**config.mk**
```make
export PLATFORM = sky130hd
export DESIGN_NAME = victim_cache_ctrl
export DESIGN_NICKNAME = d
export VERILOG_FILES = /design/src/rtl/victim_cache_pkg.sv /design/src/rtl/victim_cache_lru_unit.sv /design/src/rtl/victim_cache_ctrl.sv
export SDC_FILE = /design/constraint.sdc
export NUM_CORES = 2
export LEC_CHECK = 0
export ABC_AREA = 1
export ABC_CLOCK_PERIOD_IN_PS = 23400
export CAP_MARGIN = 0
export CORE_MARGIN = 2
export CORE_UTILIZATION = 30
export DETAILED_ROUTE_END_ITERATION = 10
export MAX_ROUTING_LAYER = met4
export SLEW_MARGIN = 20
export SYNTH_ARGS = -nofsm -noshare
export SYNTH_HDL_FRONTEND = slang
export SYNTH_HIERARCHICAL = 1
export SYNTH_SLANG_ARGS = --single-unit
```
**constraint.sdc**
```tcl
create_clock -name clk -period 23.4 [get_ports clk]
set_clock_uncertainty 0.15 [all_clocks]
set_input_delay 4.68 -clock clk [delete_from_list [all_inputs] [get_ports clk]]
set_output_delay 4.68 -clock clk [all_outputs]
set_load 0.02 [all_outputs]
```
**src/rtl/victim_cache_pkg.sv**
```systemverilog
// Shared types and constants for the 4-way victim cache controller.
// Optional performance counters are enabled with the VICTIM_CACHE_PERF_EN macro.
package victim_cache_pkg;

  localparam int unsigned VC_TAG_W  = 27;
  localparam int unsigned VC_LINE_W = 256;
  localparam int unsigned VC_WAYS   = 4;

  typedef enum logic [1:0] {
    IDLE,
    LOOKUP,
    WB,
    INSERT
  } vc_state_t;

  typedef logic [1:0] vc_way_t;

  // One-hot mask of a way index
  function automatic logic [VC_WAYS-1:0] way_onehot(input vc_way_t w);
    return {{(VC_WAYS-1){1'b0}}, 1'b1} << w;
  endfunction

  // Increment that sticks at all-ones
  function automatic logic [31:0] sat_inc(input logic [31:0] v);
    return (v == '1) ? v : v + 32'd1;
  endfunction

endpackage

```
**src/rtl/victim_cache_lru_unit.sv**
```systemverilog
// True-LRU tracker for the 4 victim cache ways.
// newer[i][j] = 1 means way i was loaded more recently than way j.
// State is deliberately not reset: a row becomes fully defined the first
// time its way is loaded, and the controller fills invalid ways first.
module victim_cache_lru_unit
  import victim_cache_pkg::*;
(
  input  logic    clk,
  input  logic    load_lru,
  input  vc_way_t new_access,
  output vc_way_t lru
);

  logic [VC_WAYS-1:0] newer [VC_WAYS];

  // Mark the accessed way newer than every other way
  always_ff @(posedge clk) begin
    if (load_lru) begin
      for (int unsigned i = 0; i < VC_WAYS; i++) begin
        if (vc_way_t'(i) == new_access) begin
          newer[vc_way_t'(i)] <= ~way_onehot(new_access);
        end else begin
          newer[vc_way_t'(i)][new_access] <= 1'b0;
        end
      end
    end
  end

  // The LRU way is the one newer than no other way
  always_comb begin
    lru = '0;
    for (int unsigned i = VC_WAYS; i > 0; i--) begin
      if ((newer[vc_way_t'(i - 1)] & ~way_onehot(vc_way_t'(i - 1))) == '0) begin
        lru = vc_way_t'(i - 1);
      end
    end
  end

endmodule

```
**src/rtl/victim_cache_ctrl.sv**
```systemverilog
// 4-way fully associative victim cache: storage, lookup/swap, eviction
// insert and dirty writeback. Define VICTIM_CACHE_PERF_EN to add the
// perf_hits / perf_misses / perf_writebacks saturating counters.
module victim_cache_ctrl
  import victim_cache_pkg::*;
#(
  parameter int unsigned TAG_W  = VC_TAG_W,
  parameter int unsigned LINE_W = VC_LINE_W,
  parameter int unsigned WAYS   = VC_WAYS
) (
  input  logic              clk,
  input  logic              rst_n,
  input  logic              lookup_valid,
  input  logic [TAG_W-1:0]  lookup_addr,
  output logic              lookup_done,
  output logic              lookup_hit,
  output logic [LINE_W-1:0] lookup_data,
  output logic              lookup_dirty,
  input  logic              evict_valid,
  output logic              evict_ready,
  input  logic [TAG_W-1:0]  evict_addr,
  input  logic [LINE_W-1:0] evict_data,
  input  logic              evict_dirty,
  output logic              mem_write,
  output logic [TAG_W-1:0]  mem_addr,
  output logic [LINE_W-1:0] mem_wdata,
  input  logic              mem_resp
`ifdef VICTIM_CACHE_PERF_EN
  ,
  output logic [31:0]       perf_hits,
  output logic [31:0]       perf_misses,
  output logic [31:0]       perf_writebacks
`endif
);

  if (WAYS != 4) begin : g_ways_check
    $error("victim_cache_ctrl: WAYS must be 4");
  end

  vc_state_t state;

  logic [WAYS-1:0]   valid;
  logic [WAYS-1:0]   dirty;
  logic [TAG_W-1:0]  tag  [WAYS];
  logic [LINE_W-1:0] data [WAYS];

  logic [TAG_W-1:0]  pend_tag;
  logic [LINE_W-1:0] pend_data;
  logic              pend_dirty;
  vc_way_t           tgt;
  vc_way_t           hit_way;
  logic              evict_open;

  logic              lk_hit;
  vc_way_t           lk_way;
  logic              ev_match;
  vc_way_t           ev_match_way;
  logic              free_found;
  vc_way_t           free_way;
  vc_way_t           sel_way;
  vc_way_t           lru;
  logic              load_lru;

  assign evict_ready = evict_open & ~lookup_valid;
  assign load_lru    = (state == INSERT);

  victim_cache_lru_unit u_lru (
    .clk        (clk),
    .load_lru   (load_lru),
    .new_access (tgt),
    .lru        (lru)
  );

  // Tag compare for lookups and target-way selection for evictions
  always_comb begin
    lk_hit       = 1'b0;
    lk_way       = '0;
    ev_match     = 1'b0;
    ev_match_way = '0;
    free_found   = 1'b0;
    free_way     = '0;
    for (int unsigned w = 0; w < WAYS; w++) begin
      if (valid[vc_way_t'(w)] && tag[vc_way_t'(w)] == lookup_addr) begin
        lk_hit = 1'b1;
        lk_way = vc_way_t'(w);
      end
      if (valid[vc_way_t'(w)] && tag[vc_way_t'(w)] == evict_addr) begin
        ev_match     = 1'b1;
        ev_match_way = vc_way_t'(w);
      end
      if (!free_found && !valid[vc_way_t'(w)]) begin
        free_found = 1'b1;
        free_way   = vc_way_t'(w);
      end
    end
    if (ev_match) begin
      sel_way = ev_match_way;
    end else if (free_found) begin
      sel_way = free_way;
    end else begin
      sel_way = lru;
    end
  end

  // Control FSM with registered outputs and valid/dirty bookkeeping
  always_ff @(posedge clk or negedge rst_n) begin
    if (!rst_n) begin
      state        <= IDLE;
      valid        <= '0;
      dirty        <= '0;
      evict_open   <= 1'b0;
      lookup_done  <= 1'b0;
      lookup_hit   <= 1'b0;
      lookup_dirty <= 1'b0;
      lookup_data  <= '0;
      mem_write    <= 1'b0;
      mem_addr     <= '0;
      mem_wdata    <= '0;
      pend_tag     <= '0;
      pend_data    <= '0;
      pend_dirty   <= 1'b0;
      tgt          <= '0;
      hit_way      <= '0;
    end else begin
      lookup_done <= 1'b0;
      lookup_hit  <= 1'b0;
      case (state)
        IDLE: begin
          evict_open <= 1'b1;
          if (lookup_valid) begin
            // Compare happens on acceptance so the result is registered by
            // the LOOKUP cycle; storage cannot change in between.
            lookup_done  <= 1'b1;
            lookup_hit   <= lk_hit;
            lookup_dirty <= lk_hit & dirty[lk_way];
            if (lk_hit) begin
              lookup_data <= data[lk_way];
            end
            hit_way    <= lk_way;
            evict_open <= 1'b0;
            state      <= LOOKUP;
          end else if (evict_valid && evict_ready) begin
            pend_tag   <= evict_addr;
            pend_data  <= evict_data;
            pend_dirty <= evict_dirty | (ev_match & dirty[sel_way]);
            tgt        <= sel_way;
            evict_open <= 1'b0;
            if (valid[sel_way] && dirty[sel_way] && !ev_match) begin
              mem_write <= 1'b1;
              mem_addr  <= tag[sel_way];
              mem_wdata <= data[sel_way];
              state     <= WB;
            end else begin
              state <= INSERT;
            end
          end
        end
        LOOKUP: begin
          if (lookup_hit) begin
            valid[hit_way] <= 1'b0;
          end
          evict_open <= 1'b1;
          state      <= IDLE;
        end
        WB: begin
          if (mem_resp) begin
            mem_write <= 1'b0;
            state     <= INSERT;
          end
        end
        INSERT: begin
          valid[tgt] <= 1'b1;
          dirty[tgt] <= pend_dirty;
          evict_open <= 1'b1;
          state      <= IDLE;
        end
        default: begin
          state <= IDLE;
        end
      endcase
    end
  end

  // Line storage: tag and data written when the pending line is inserted
  always_ff @(posedge clk) begin
    if (state == INSERT) begin
      tag[tgt]  <= pend_tag;
      data[tgt] <= pend_data;
    end
  end

`ifdef VICTIM_CACHE_PERF_EN
  // Saturating hit/miss/writeback counters
  always_ff @(posedge clk or negedge rst_n) begin
    if (!rst_n) begin
      perf_hits       <= '0;
      perf_misses     <= '0;
      perf_writebacks <= '0;
    end else begin
      if (state == LOOKUP) begin
        if (lookup_hit) begin
          perf_hits <= sat_inc(perf_hits);
        end else begin
          perf_misses <= sat_inc(perf_misses);
        end
      end
      if (state == WB && mem_resp) begin
        perf_writebacks <= sat_inc(perf_writebacks);
      end
    end
  end
`endif

endmodule

```
==> flow_metrics.py <==
metrics = {
    "logic_synthesis": {
        "synth-seq-cells": 1986,
        "synth_seq_area_share_pct": 61.3,
        "async_flop_share_pct": 42.4,
        "syn_area_per_cell_sq_um": 8.99,
        "synth_cell_type_count": 48,
        "yosys_warnings": 6,
        "synth.cell_area_sq_um": 90300,
        "synth_cells": 10053,
        "syn_nets": 10369,
        "synth_top_flop_cell": "edfxtp_1",
        "synth_edf_count": 1141,
    },
    "clock_tree": {
        "h-tree-depth": 4,
        "clk_pin_slew_ps": 60,
        "cts_tree": "done",
        "holdBufCountCts": 0,
        "postCtsSetupBuffers": 0,
        "cts_sinks": 1986,
        "cts_made_buffers": 221,
        "cts_buffer_depth": 4,
        "cts_resized": 0,
        "clkLatencyLatePin_ps": 890,
        "cts_root_buf": "clkbuf_16",
    },
    "setup_path": {
        "reg2reg_from": "tag[1][25]",
        "worstPathCellList": "clkdlybuf4s50_1 > inv_2 > nand2_1 > nand2_1 > nor2_1 > nand2_1 > nor2_1 > nand2_1 > nor2_2 > nor2_1 > nand2_1 > nand2_8 > inv_8 > nand3_1 > nand2_1 > nand3_2 > nor2_8 > buf_4 > buf_4 > buf_4 > nand3_1 > nand2_1 > inv_1",
        "worstReg2RegEnd": "mem_wdata[58]",
        "critPathMaxFanout": 77,
        "crit_start": "evict_addr[21]",
        "reg2reg_slack_ps": 15760,
        "cp_common_cell": "nand2_1",
        "crit_path_top_delay_cell": "nor2_8",
        "start_kind": "primary input",
        "crit_path_max_incr_delay_ps": 880,
        "critPathArrivalTime_ps": 11920,
        "reg2regPathDepth": 22,
        "cp.required_ps": 23990,
        "crit_type": "primary input to flip-flop",
        "endpoint_kind": "flip-flop",
    },
    "routing": {
        "drt_pre_antenna_iters": 6,
        "dr.first_iter.drc_count": 7263,
        "vias": 71360,
        "final_antenna_net_count": 0,
        "drcViolationCount": 0,
        "wl_per_cell_um": 22.4,
        "via_per_inst": 4.80,
        "drt_wl_total_mm": 333,
    },
    "finish": {
        "regArea_sq_um": 55400,
        "fillers": 30135,
        "syn_to_final_growth_pct": 21.9,
        "post_route_cells_drive_above_1_share_pct": 4.90,
        "fin_util_pct": 36.7,
        "num-nets-final": 11003,
        "final_cell_mix": "nand2_1, inv_1, edfxtp_1",
        "final_common_cell": "nand2_1",
        "multi_input_area_sq_um": 26800,
        "layout.cells.non_filler": 14866,
    },
    "power": {
        "cellLeakagePower_nw": 49.2,
        "ir_drop_mv": 0.132,
        "p_per_area_nw_per_um2": 109,
    },
    "min_path": {
        "holdCritStartpoint": "u_lru/newer[2][3]",
        "hold_depth": 2,
        "hold_path.class": "flip-flop to flip-flop",
        "hold_end": "u_lru/newer[2][3]",
    },
    "grt": {
        "antenna_found_initial": 31,
        "grt_util_met1_pct": 29.4,
        "gr-max-usage-layer": "met2",
        "grt_max_degree": 276,
        "gr-total-overflow": 0,
        "grt_pass1_wl_mm": 479,
        "use_met3_pct": 3.74,
        "grt_use_total_pct": 21.7,
        "first_global_vias": 66493,
        "use_met2_pct": 33.4,
    },
    "timing": {
        "rsz0062_at_grt": "no",
        "fin_crit_sh_pct": 48.4,
        "drv_slew": 0,
        "finalSetupViolations": 0,
        "final-hold-violation-count": 0,
        "fmax_mhz": 88.2,
        "finalCriticalPeriod_ps": 11330,
        "setup_ws_ps": 12070,
        "maxSlewHeadroom_pct": 13.8,
        "worstMarginPinSlew_ps": 1290,
        "fin_setup_tns_ps": 0,
    },
    "placement": {
        "gp_congestion": 0.986,
        "dp_worst_setup_slack_ps": 11110,
        "io_buffer_count": 859,
        "dp_hpwl_mm": 210,
        "dpl.cell_count": 14420,
    },
    "floorplan": {
        "dieArea_sq_um": 306000,
        "start_util_pct": 30.1,
        "die_h_um": 553,
        "ios": 860,
        "die_w_um": 553,
        "coreArea_sq_um": 300000,
        "num_rows": 201,
    },
    "job": {
        "max-cap-violations": 0,
    },
    "status": {
        "outcome": "complete, no violations",
    },
}
-- power breakdown --
group | internal, mW | switching (mW) | total (mW) | leakage (nW)
clock | 2.11 | 1.51 | 3.62 | 3.69
combinational | 1.13 | 2.18 | 3.31 | 24.2
sequential | 4.54 | 0.592 | 5.13 | 21.3
-- kinds of logic after synthesis --
logic type / Yosys count / share of synthesized area (%)
AND/OR/NAND/NOR: 4204 / 19.4
buffers and inverters: 2070 / 9.11
flip-flops: 1986 / 61.3
AO/OA/AOI/OAI: 1746 / 9.74
XOR/XNOR: 47 / 0.456
-- registers in the layout (all words and copies together), names as in the netlist, 4 cells and up --
name / count
valid: 4
mem_wdata: 256
tag: 108
data: 1024
dirty: 4
pend_data: 256
mem_addr: 27
pend_tag: 27
lookup_data: 256
u_lru/newer: 12
-- stage by stage --
stage	area, sq um	total power [mW]	hold WS [ps]
finish	110000	12.1	318
global route	110000	12.7	337
CTS	110000	12.1	320
detailed placement	102000	8.48	311
global placement	102000	8.45	299
floorplan	90300	7.02	286
-- synth_stat cells, drive strengths merged (30+ instances only) --
master | count | share of area, %
nand3 | 563 | 3.1
o21ai | 1143 | 6.3
xnor2 | 30 | 0.29
inv | 1520 | 6.3
edfxtp | 1141 | 38
nand4 | 47 | 0.33
a21oi | 580 | 3.2
dfrtp | 842 | 23
or2 | 290 | 2.0
nand2 | 2592 | 11
nor2 | 655 | 2.8
clkbuf | 368 | 1.5
buf | 180 | 1.3
-- worst max-delay path: cells and delay by family --
kind	cells	cell delay, ps
buf+inv	7	3780
simple gates	16	3040
-- final cells by class --
| class | count | share of cell area, % |
|---|---|---|
| diodes | 28 | 0.0636 |
| flip-flops and latches | 1986 | 50.3 |
| well taps | 3958 | 4.50 |
| clock inverters | 102 | 1.10 |
| repair buffers | 959 | 8.69 |
| multi-input cells | 5997 | 24.4 |
| inverters | 1522 | 5.20 |
| clock buffers | 314 | 5.76 |
-- worst max path at each step --
stage                     endpoint  slack [ps]  cells after the start
floorplan                 dirty[2]        1990                      3
global placement     mem_wdata[57]       11210                     23
detailed placement  mem_wdata[101]       11110                     23
CTS                  mem_wdata[58]       12080                     23
global route         mem_wdata[55]       11610                     23
finish               mem_wdata[58]       12070                     23
-- per-layer routing --
layer,up-vias,share of wire [%]
li1,33521,-
met1,34386,44
met2,2979,45
met3,474,8.0
met4,0,3.0
met5,-,0
Power figures use the tool's default switching activity.
